[src/rtl/l1_mem_arbiter_pkg.sv]
// Shared widths and encodings for the L1 main-memory arbiter: FSM states,
// grant codes and requester identities used by the arbiter, its picker and the caches.
package l1_mem_arbiter_pkg;

  localparam int BLOCK_ADDR_W = 27;
  localparam int BLOCK_W      = 128;

  typedef enum logic [1:0] {
    ARB_IDLE    = 2'd0,
    ARB_SERVE_I = 2'd1,
    ARB_SERVE_D = 2'd2,
    ARB_RELEASE = 2'd3
  } arb_state_e;

  typedef enum logic [1:0] {
    GRANT_NONE = 2'b00,
    GRANT_I    = 2'b01,
    GRANT_D    = 2'b10
  } grant_e;

  typedef enum logic {
    OWNER_I = 1'b0,
    OWNER_D = 1'b1
  } owner_e;

endpackage

[src/rtl/l1_mem_arbiter_if.sv]
// Bundle of the icache, dcache and memory-side signals around the arbiter.
// The slave modport is the arbiter's view; master is the caches + memory side.
interface l1_mem_arbiter_if;
  import l1_mem_arbiter_pkg::*;

  logic                    i_memRen;
  logic [BLOCK_ADDR_W-1:0] i_BlockAddr;
  logic                    i_memReadReady;
  logic [BLOCK_W-1:0]      i_memIout;

  logic                    d_memRen;
  logic                    d_memWen;
  logic [BLOCK_ADDR_W-1:0] d_BlockAddr;
  logic [BLOCK_W-1:0]      d_memDin;
  logic                    d_memReady;
  logic [BLOCK_W-1:0]      d_memDout;

  logic                    mem_ren;
  logic                    mem_wen;
  logic [BLOCK_ADDR_W-1:0] mem_addr;
  logic [BLOCK_W-1:0]      mem_din;
  logic [BLOCK_W-1:0]      mem_dout;
  logic                    mem_ready;

  logic [1:0]              grant;

  modport slave (
    input  i_memRen, i_BlockAddr, d_memRen, d_memWen, d_BlockAddr, d_memDin,
           mem_dout, mem_ready,
    output i_memReadReady, i_memIout, d_memReady, d_memDout,
           mem_ren, mem_wen, mem_addr, mem_din, grant
  );

  modport master (
    output i_memRen, i_BlockAddr, d_memRen, d_memWen, d_BlockAddr, d_memDin,
           mem_dout, mem_ready,
    input  i_memReadReady, i_memIout, d_memReady, d_memDout,
           mem_ren, mem_wen, mem_addr, mem_din, grant
  );

endinterface

[src/rtl/l1_mem_arbiter_arb_pick.sv]
// Combinational winner select between icache and dcache requests.
// ARB_ROUND_ROBIN_EN: alternate on contention using the last-served owner; else dcache first.
module arb_pick
  import l1_mem_arbiter_pkg::*;
(
  input  logic   i_req,
  input  logic   d_req,
`ifdef ARB_ROUND_ROBIN_EN
  input  owner_e last_served,
`endif
  output logic   valid,
  output owner_e winner
);

  always_comb begin
    valid  = i_req | d_req;
    winner = d_req ? OWNER_D : OWNER_I;
`ifdef ARB_ROUND_ROBIN_EN
    // On contention the requester that was not served last goes first.
    if (i_req && d_req) begin
      winner = (last_served == OWNER_I) ? OWNER_D : OWNER_I;
    end
`endif
  end

endmodule

[src/rtl/l1_mem_arbiter.sv]
// Grants the single main-memory block port to one L1 cache controller at a time.
// ARB_ROUND_ROBIN_EN selects round-robin arbitration instead of fixed dcache priority.
module l1_mem_arbiter
  import l1_mem_arbiter_pkg::*;
(
  input  logic clock,
  input  logic reset,
  l1_mem_arbiter_if.slave bus
);

  arb_state_e              state_q, state_d;
  grant_e                  grant_q, grant_d;
  logic                    mem_ren_q, mem_ren_d;
  logic                    mem_wen_q, mem_wen_d;
  logic [BLOCK_ADDR_W-1:0] mem_addr_q, mem_addr_d;
  logic [BLOCK_W-1:0]      mem_din_q, mem_din_d;
  logic                    i_ready, d_ready;
  logic                    pick_valid;
  owner_e                  pick_owner;
  logic                    d_req;
  logic                    d_owner_req;

  assign d_req       = bus.d_memRen | bus.d_memWen;
  // The dcache owns the port through whichever request kind was granted.
  assign d_owner_req = mem_wen_q ? bus.d_memWen : bus.d_memRen;

`ifdef ARB_ROUND_ROBIN_EN
  owner_e last_q, last_d;

  arb_pick u_pick (
    .i_req       (bus.i_memRen),
    .d_req       (d_req),
    .last_served (last_q),
    .valid       (pick_valid),
    .winner      (pick_owner)
  );
`else
  arb_pick u_pick (
    .i_req  (bus.i_memRen),
    .d_req  (d_req),
    .valid  (pick_valid),
    .winner (pick_owner)
  );
`endif

  always_comb begin
    // NOTE: every signal written here gets a default first, so no path can infer a latch.
    state_d    = state_q;
    grant_d    = grant_q;
    mem_ren_d  = mem_ren_q;
    mem_wen_d  = mem_wen_q;
    mem_addr_d = mem_addr_q;
    mem_din_d  = mem_din_q;
    i_ready    = 1'b0;
    d_ready    = 1'b0;
`ifdef ARB_ROUND_ROBIN_EN
    last_d     = last_q;
`endif

    unique case (state_q)
      ARB_IDLE: begin
        if (pick_valid) begin
`ifdef ARB_ROUND_ROBIN_EN
          last_d = pick_owner;
`endif
          if (pick_owner == OWNER_D) begin
            grant_d    = GRANT_D;
            mem_addr_d = bus.d_BlockAddr;
            mem_din_d  = bus.d_memDin;
            mem_wen_d  = bus.d_memWen;
            mem_ren_d  = ~bus.d_memWen;
            state_d    = ARB_SERVE_D;
          end else begin
            grant_d    = GRANT_I;
            mem_addr_d = bus.i_BlockAddr;
            mem_din_d  = '0;
            mem_wen_d  = 1'b0;
            mem_ren_d  = 1'b1;
            state_d    = ARB_SERVE_I;
          end
        end
      end

      ARB_SERVE_I: begin
        if (!bus.i_memRen) begin
          mem_ren_d = 1'b0;
          mem_wen_d = 1'b0;
          grant_d   = GRANT_NONE;
          state_d   = ARB_IDLE;
        end else if (bus.mem_ready) begin
          i_ready   = 1'b1;
          mem_ren_d = 1'b0;
          mem_wen_d = 1'b0;
          state_d   = ARB_RELEASE;
        end
      end

      ARB_SERVE_D: begin
        if (!d_owner_req) begin
          mem_ren_d = 1'b0;
          mem_wen_d = 1'b0;
          grant_d   = GRANT_NONE;
          state_d   = ARB_IDLE;
        end else if (bus.mem_ready) begin
          d_ready   = 1'b1;
          mem_ren_d = 1'b0;
          mem_wen_d = 1'b0;
          state_d   = ARB_RELEASE;
        end
      end

      ARB_RELEASE: begin
        grant_d = GRANT_NONE;
        state_d = ARB_IDLE;
      end

      default: state_d = ARB_IDLE;
    endcase
  end

  always_ff @(posedge clock or negedge reset) begin
    // NOTE: non-blocking assignments let every register sample the same pre-edge values.
    if (!reset) begin
      state_q    <= ARB_IDLE;
      grant_q    <= GRANT_NONE;
      mem_ren_q  <= 1'b0;
      mem_wen_q  <= 1'b0;
      mem_addr_q <= '0;
      mem_din_q  <= '0;
    end else begin
      state_q    <= state_d;
      grant_q    <= grant_d;
      mem_ren_q  <= mem_ren_d;
      mem_wen_q  <= mem_wen_d;
      mem_addr_q <= mem_addr_d;
      mem_din_q  <= mem_din_d;
    end
  end

`ifdef ARB_ROUND_ROBIN_EN
  always_ff @(posedge clock or negedge reset) begin
    if (!reset) last_q <= OWNER_I;
    else        last_q <= last_d;
  end
`endif

  assign bus.mem_ren        = mem_ren_q;
  assign bus.mem_wen        = mem_wen_q;
  assign bus.mem_addr       = mem_addr_q;
  assign bus.mem_din        = mem_din_q;
  assign bus.grant          = grant_q;
  assign bus.i_memReadReady = i_ready;
  assign bus.d_memReady     = d_ready;
  assign bus.i_memIout      = (grant_q == GRANT_I) ? bus.mem_dout : '0;
  assign bus.d_memDout      = (grant_q == GRANT_D) ? bus.mem_dout : '0;

endmodule

[src/flat_wrapper.sv]
// flat-port wrapper written by rule: the top's interface ports become plain ports
module l1_mem_arbiter_flat import l1_mem_arbiter_pkg::*;
  (clock, reset, bus_i_memRen, bus_i_BlockAddr, bus_d_memRen, bus_d_memWen, bus_d_BlockAddr, bus_d_memDin, bus_mem_dout, bus_mem_ready, bus_i_memReadReady, bus_i_memIout, bus_d_memReady, bus_d_memDout, bus_mem_ren, bus_mem_wen, bus_mem_addr, bus_mem_din, bus_grant);
  l1_mem_arbiter_if bus_i ();
  input  logic clock;
  input  logic reset;
  input wire logic [$bits(bus_i.i_memRen)-1:0] bus_i_memRen;
  input wire logic [$bits(bus_i.i_BlockAddr)-1:0] bus_i_BlockAddr;
  input wire logic [$bits(bus_i.d_memRen)-1:0] bus_d_memRen;
  input wire logic [$bits(bus_i.d_memWen)-1:0] bus_d_memWen;
  input wire logic [$bits(bus_i.d_BlockAddr)-1:0] bus_d_BlockAddr;
  input wire logic [$bits(bus_i.d_memDin)-1:0] bus_d_memDin;
  input wire logic [$bits(bus_i.mem_dout)-1:0] bus_mem_dout;
  input wire logic [$bits(bus_i.mem_ready)-1:0] bus_mem_ready;
  output wire logic [$bits(bus_i.i_memReadReady)-1:0] bus_i_memReadReady;
  output wire logic [$bits(bus_i.i_memIout)-1:0] bus_i_memIout;
  output wire logic [$bits(bus_i.d_memReady)-1:0] bus_d_memReady;
  output wire logic [$bits(bus_i.d_memDout)-1:0] bus_d_memDout;
  output wire logic [$bits(bus_i.mem_ren)-1:0] bus_mem_ren;
  output wire logic [$bits(bus_i.mem_wen)-1:0] bus_mem_wen;
  output wire logic [$bits(bus_i.mem_addr)-1:0] bus_mem_addr;
  output wire logic [$bits(bus_i.mem_din)-1:0] bus_mem_din;
  output wire logic [$bits(bus_i.grant)-1:0] bus_grant;
  assign bus_i.i_memRen = bus_i_memRen;
  assign bus_i.i_BlockAddr = bus_i_BlockAddr;
  assign bus_i.d_memRen = bus_d_memRen;
  assign bus_i.d_memWen = bus_d_memWen;
  assign bus_i.d_BlockAddr = bus_d_BlockAddr;
  assign bus_i.d_memDin = bus_d_memDin;
  assign bus_i.mem_dout = bus_mem_dout;
  assign bus_i.mem_ready = bus_mem_ready;
  assign bus_i_memReadReady = bus_i.i_memReadReady;
  assign bus_i_memIout = bus_i.i_memIout;
  assign bus_d_memReady = bus_i.d_memReady;
  assign bus_d_memDout = bus_i.d_memDout;
  assign bus_mem_ren = bus_i.mem_ren;
  assign bus_mem_wen = bus_i.mem_wen;
  assign bus_mem_addr = bus_i.mem_addr;
  assign bus_mem_din = bus_i.mem_din;
  assign bus_grant = bus_i.grant;
  l1_mem_arbiter u_core (.clock(clock), .reset(reset), .bus(bus_i));
endmodule
[config.mk]
export PLATFORM = sky130hd
export DESIGN_NAME = l1_mem_arbiter_flat
export DESIGN_NICKNAME = d
export VERILOG_FILES = /design/src/rtl/l1_mem_arbiter_pkg.sv /design/src/rtl/l1_mem_arbiter_if.sv /design/src/rtl/l1_mem_arbiter_arb_pick.sv /design/src/rtl/l1_mem_arbiter.sv /design/src/flat_wrapper.sv
export SDC_FILE = /design/constraint.sdc
export NUM_CORES = 1
export LEC_CHECK = 0
export BUFFER_PORTS_ARGS = -buffer_cell sky130_fd_sc_hd__buf_2
export CORE_AREA = 10 10 281 283
export CTS_CLUSTER_SIZE = 25
export DETAILED_ROUTE_END_ITERATION = 16
export DIE_AREA = 0 0 291 293
export HOLD_SLACK_MARGIN = 0.15
export PLACE_DENSITY = 0.33
export SETUP_SLACK_MARGIN = 0.05
export SYNTH_ARGS = -nofsm -noshare
export SYNTH_HDL_FRONTEND = slang
export SYNTH_SLANG_ARGS = --single-unit
[constraint.sdc]
create_clock -name clock -period 5.34 [get_ports clock]
set_input_delay 0 -clock clock [delete_from_list [all_inputs] [get_ports clock]]
set_output_delay 0 -clock clock [all_outputs]
set_load 0.01 [all_outputs]
==> reports/qor.csv, run 1 <==
metric,value,unit
synthesized area per cell,10.7,um2
post-synthesis sequential area ratio,51.0,%
cell leakage power,8.18,nW
initial antenna violation count,37,
drt total wl,54100,um
die width,291,um
Layout Nets,1945,
Synthesized Nets,1060,
crit-path leading delay family,simple AND/OR/NAND/NOR gates,
Initial Util,10.7,%
fmax,363,MHz
Peak VDD IR,0.345,mV
metal1 wirelength,21000,um
placed wire-length estimate,44600,um
WS Path Type,register to output pin,
CORE AREA,73600,um2
WL met2,27200,um
die area,85300,um2
"area leader, netlist",dfrtp_1,
maxcap violations,0,
Worst Setup End Kind,output pin,
Design Power,0.00727,W
outcome,"finished, final reports clean",
largest net degree at the start of global routing,140,
ys flop type,dfrtp_1,
share of cells above drive strength 1,47.8,%
Pre-antenna DRT Iters,7,
final hold viol count,0,
clk_skew,0.0196,ns
Tmin final,2.75,ns
TritonCTS clock tree,done,
total congestion overflow,0,
die height,293,um
Final period util,51.6,%
pwr dens,479,nW/um2
synth top area cells,"dfrtp_1 51%, and2_1 20%, a22o_1 14%",
routed vias,9200,
setup TNS,0,ns
number of routed nets with antenna violations,0,
post-CTS sizing,0,
asr flop ratio synth,100,%
highest metal used,met5,
first-pass GRT wire length,76000,um
clk slew on worst S/H paths,0.08,ns
Critical Path Max Stage Delay,0.82,ns
cells after synthesis,738,
number of remaining DRC errors,0,
CP startpoint kind,register,
drt initial violations,350,
Rel. slew slack,35.8,%
CP arrival,2.75,ns
# rows,100,
worst path bufs/invs,2,
RSZ-0062 raised after global routing,false,
most numerous cell in the Yosys netlist,and2_1,
worst hold path class,input pin to register,
Root Driver,clkbuf_16,
vias per cell,3.51,
Area Overhead vs Synth,92.0,%
Global Route Usage Sum,12.1,%
I/O Buffers,732,
CP required,5.34,ns
H-tree depth,4,
Wirelength per Cell,20.6,um
hold-fix buffers at CTS,192,
CTS buffer count,17,
clk sinks,161,
DR WL met3,4510,um
Post-synth EDFFs,0,
Worst-Skew Late Latency,0.47,ns
CP max stage cell,nor2b_4,
CTS Buffer Depth,2,
vias in the first global route,10022,
Post-Syn Area,7890,um2
CP Max Fanout,72,
top cell type's share of synthesized area,51.0,%
Synthesis Warnings,0,
IO Pins,733,
CP Cell Sequence,nor2b_4 > buf_4 > and2_1 > buf_2,
gp weighted congestion,0.787,
Netlist cell types,29,
#FFs+latches synth,161,
Final Max Tran Viols,0,
"Setup Fix Bufs, Post-CTS",0,
worst-margin pin slew,0.961,ns
# setup viols final,0,
most frequent cells after synthesis,"257 x and2_1, 161 x dfrtp_1, 130 x a22o_1",
==> cells in the final DEF, fill, tap and decap left out, types with 2 or more instances in the layout <==
master         instances
buf_2                731
and2_1               256
dlygate4sd3_1        191
dfrtp_1              161
a22o_1               130
nand2_1               28
mux2i_1               27
o21ai_0               26
clkbuf_16             17
diode_2               13
inv_1                  8
buf_4                  8
ha_1                   6
a21oi_1                4
inv_6                  4
nor2_1                 3
o21ai_1                3
inv_8                  3
clkbuf_8               3
nor2b_4                2
or2_2                  2
a32o_1                 2
nor3_1                 2
o211ai_1               2
bufinv_16              2
==> worst paths after layout <==
check / slack, ns / to / start / cells after the start
max in group asynchronous: 3.69 / u_core.bus.mem_din[127]$_DFFE_PN0P_ / reset / 4
worst min-delay path: 0.26 / u_core.bus.mem_din[97]$_DFFE_PN0P_ / bus_d_memDin[97] / 3
worst min register to register: 0.47 / u_core.bus.mem_addr[9]$_DFFE_PN0P_ / u_core.bus.mem_addr[9]$_DFFE_PN0P_ / 2
min in group asynchronous: 0.50 / u_core.bus.mem_din[41]$_DFFE_PN0P_ / reset / 3
worst max register to register: 2.66 / u_core.bus.mem_din[16]$_DFFE_PN0P_ / u_core.state_q[0]$_DFFE_PN0P_ / 5
worst max-delay path: 2.59 / bus_i_memIout[74] / u_core.bus.grant[0]$_DFFE_PN0P_ / 4
==> worst min-delay path: stages <==
cell and delay [ns]:
dlygate4sd3_1 0.51, buf_2 0.09, a22o_1 0.11
==> registers in the layout, summed over array words and instances (netlist names) <==
register             cells
u_core.bus.grant         2
u_core.state_q           2
u_core.bus.mem_addr     27
u_core.bus.mem_wen       1
u_core.bus.mem_din     128
u_core.bus.mem_ren       1
==> area by class of cell <==
cell class	count	area, um2
Antenna cell	13	32.5
Clock buffer	20	467
Clock inverter	12	161
Fill cell	8198	58400
Inverter	8	30.0
Multi-Input combinational cell	502	3540
Sequential cell	161	4030
Tap cell	969	1210
Timing Repair Buffer	933	5690
==> stage by stage <==
step / hold slack, ns / cells / cell area [um2] / util (%) / setup WS [ns]
floorplan: -0.296 / 738 / 7890 / - / 3.57
global placement: 0.103 / 2381 / 12600 / 17.1 / 2.76
detailed placement: 0.0991 / 2381 / 12600 / 17.1 / 2.68
CTS: 0.206 / 2605 / 15100 / 20.6 / 2.50
global route: 0.235 / 2614 / 15100 / 20.6 / 2.31
finish: 0.263 / 2618 / 15200 / 20.6 / 2.59
==> cells by family after synthesis <==
kind of cell               share of synthesized area, %
AOI/OAI and AO/OA                                  17.5
adders and majority gates                         0.951
buffers and inverters                              4.49
DFF                                                51.0
muxes                                              3.57
and+or+nand+nor                                    22.5
==> where the power goes <==
group / switching, W / internal [W] / total (W) / leakage [nW]
Clock: 0.000600 / 0.000746 / 0.00135 / 0.307
Sequential: 0.000333 / 0.00180 / 0.00214 / 2.00
Combinational: 0.00215 / 0.00163 / 0.00378 / 5.88
Total: 0.00308 / 0.00418 / 0.00727 / 8.18
==> metal layers <==
layer / up-vias / global-route usage [%]
met5: - / 0
met4: 4 / 4.45
met3: 82 / 4.69
met2: 513 / 21.0
met1: 4296 / 13.3
li1: 4305 / -
(Power assumes the default switching activity.)
==> run 2, diff against run 1 <==
Settings changed: CORE_AREA 10 10 281 283 to 10 10 280 282, DIE_AREA 0 0 291 293 to 0 0 290 292.
Clock period 5.34 ns to 2.9 ns, I/O delays scaled along.
==> run 2 against run 1 <==
Cell count decreased by 0.69%. Flip-flop and latch count is the same. Critical path depth grew 3. Routed wire length increased by 0.97%. Sequential share of layout area about the same. Register-to-register slack lost 2.4 ns. Via count rose by 0.48%. Global-route usage is 0.20 points higher. Setup slack worse by 2.3 ns. Count of clock-buffer cells in the layout unchanged. Sequential power increased by 84%. Largest cell class unchanged.
==> reports/qor.csv, run 2 (synthesized netlist as in run 1, its figures left out) <==
metric,value,unit,change
Final Max Tran Viols,0,,unchanged
gp weighted congestion,0.869,,+10%
Fill cells,8069,,-1.6%
CP startpoint kind,register,,
die height,292,um,-0.34%
outcome,"finished, final reports clean",,
Worst Setup End Kind,register,,
Wirelength per Cell,21.0,um,+1.7%
"commonest non-fill, non-tap cell in the layout",buf_2,,
number of remaining DRC errors,0,,unchanged
die area,84700,um2,-0.68%
Sw Ratio,42.3,%,-0.18 points
number of routed nets with antenna violations,0,,unchanged
Final period util,89.4,%,
TritonCTS clock tree,done,,
placed wire-length estimate,45400,um,+1.9%
sequential share of power,29.3,%,about the same
clk sinks,161,,unchanged
Global Route Usage Sum,12.3,%,+0.20 points
cell leakage power,8.19,nW,about the same
# rows,99,,-1.0%
Internal Pwr Total,0.00776,W,+85%
fmax,386,MHz,
worst hold path class,input pin to asynchronous set/reset pin,,
final hold viol count,0,,unchanged
Worst-Skew Late Latency,0.47,ns,about the same
WS Path Type,register to register,,
CTS buffer count,17,,unchanged
H-tree depth,4,,unchanged
pwr dens,886,nW/um2,+85%
maxcap violations,0,,unchanged
drt total wl,54600,um,+0.97%
Initial Util,10.9,%,+0.15 points
CP Max Fanout,7,,-90%
most frequent cells in the layout,"731 x buf_2, 256 x and2_1, 190 x dlygate4sd3_1, 161 x dfrtp_1, 130 x a22o_1",,
RSZ-0062 raised after global routing,false,,
routed vias,9244,,+0.48%
Clk pwr share,17.9,%,-0.6 points
Psw,0.00568,W,+84%
vias per cell,3.56,,+1.2%
clk slew on worst S/H paths,0.08,ns,about the same
vias in the first global route,10105,,+0.83%
final core occ,20.9,%,+0.28 points
Pre-antenna DRT Iters,5,,-2
worst-margin pin slew,0.923,ns,-0.0380 ns
largest net degree at the start of global routing,129,,-7.9%
Rel. slew slack,38.5,%,+2.7 points
combinational power share,52.8,%,+0.7 points
I/O Buffers,732,,unchanged
CP required,3.24,ns,-2.10 ns
share of cells above drive strength 1,47.8,%,about the same
IO Pins,733,,unchanged
Peak VDD IR,0.623,mV,+81%
Layout Nets,1944,,-0.051%
clk_skew,0.0342,ns,+0.0146 ns
max FFs per register,128,,unchanged
CP arrival,2.93,ns,+0.18 ns
total congestion overflow,0,,unchanged
CTS Buffer Depth,2,,unchanged
die width,290,um,-0.34%
Root Driver,clkbuf_16,,
Tmin final,2.59,ns,
drt initial violations,283,,-19%
Area Overhead vs Synth,92.1,%,about the same
# setup viols final,0,,unchanged
CORE AREA,72600,um2,-1.3%
initial antenna violation count,39,,+5.4%
first-pass GRT wire length,76600,um,+0.86%
setup TNS,0,ns,unchanged
-- run 2: changes by cell type in the layout (fill, tap and decap cells not counted), moves of 2 or more --
cell	previous run	this run
clkinv_4	1	3
diode_2	13	6
buf_4	8	2
buf_12	1	8
-- run 2: repair_timing --
action / in CTS / in global routing
setup endpoints to repair: 0 / 0
hold endpoints to repair: 250 / 0
hold buffers: 190 / 0
gates resized for setup: 0 / 0
buffers inserted: 0 / 0
-- run 2: worst paths after layout --
| check | from | endpoint | slack [ns] | cells past startpoint |
|---|---|---|---|---|
| setup / recovery | u_core.state_q[0]$_DFFE_PN0P_ | u_core.bus.mem_wen$_DFFE_PN0P_ | 0.31 | 7 |
| hold / removal | reset | u_core.bus.mem_din[76]$_DFFE_PN0P_ | 0.19 | 2 |
| setup reg to reg | u_core.state_q[0]$_DFFE_PN0P_ | u_core.bus.mem_wen$_DFFE_PN0P_ | 0.31 | 7 |
| hold reg to reg | u_core.bus.mem_addr[14]$_DFFE_PN0P_ | u_core.bus.mem_addr[14]$_DFFE_PN0P_ | 0.48 | 2 |
| max in group asynchronous | reset | u_core.bus.mem_din[18]$_DFFE_PN0P_ | 1.89 | 3 |
| min in group clock | bus_d_memDin[58] | u_core.bus.mem_din[58]$_DFFE_PN0P_ | 0.28 | 3 |
-- run 2: power by group through the flow --
stage | logic (W) | clock network [W] | registers, W
floorplan | 0.00326 | 0 | 0.00440
global placement | 0.00706 | 0 | 0.00398
detailed placement | 0.00709 | 0 | 0.00392
CTS | 0.00732 | 0.00255 | 0.00393
global route | 0.00780 | 0.00260 | 0.00408
finish | 0.00710 | 0.00240 | 0.00393
-- run 2: layout make-up --
| class | count | area [um2] | area share [%] |
|---|---|---|---|
| Clock buffer | 20 | 457 | 3.01 |
| Antenna cell | 6 | 15.0 | 0.0990 |
| Sequential cell | 161 | 4030 | 26.6 |
| Clock inverter | 12 | 148 | 0.974 |
| Multi-Input combinational cell | 502 | 3540 | 23.3 |
| Timing Repair Buffer | 932 | 5750 | 37.9 |
| Tap cell | 959 | 1200 | 7.91 |
| Inverter | 8 | 30.0 | 0.198 |
-- run 2: worst max-delay path, cell delays in order, from the launching register on --
cell           delay, ns
dfrtp_1             0.44
inv_1               0.18
ha_1                0.35
or3b_2              0.54
nor2_1              0.11
nor3_1              0.07
a22o_1              0.22
dlygate4sd3_1       0.54
-- run 2: per-stage QoR --
stage	hold slack (ns)	power [W]	worst slack (ns)	std cells	instance area, um2
after floorplan	-0.296	0.00766	1.13	738	7890
after global placement	0.192	0.0110	0.880	2372	12600
after detailed placement	0.182	0.0110	0.889	2372	12600
after CTS	0.200	0.0138	0.319	2594	15100
after global routing	0.252	0.0145	0.172	2595	15100
final	0.186	0.0134	0.307	2600	15200
-- run 2: routing by layer --
| metal | share of wire, % | up-vias | track usage (%) | wire [um] |
|---|---|---|---|---|
| met1 | 36 | 4343 | 12.5 | 19700 |
| met2 | 54 | 498 | 23.8 | 29400 |
| met3 | 7.7 | 101 | 4.27 | 4180 |
| met4 | 2.3 | 4 | 2.83 | 1280 |
| li1 | - | 4298 | - | - |
| met5 | 0.049 | - | 0 | 27 |
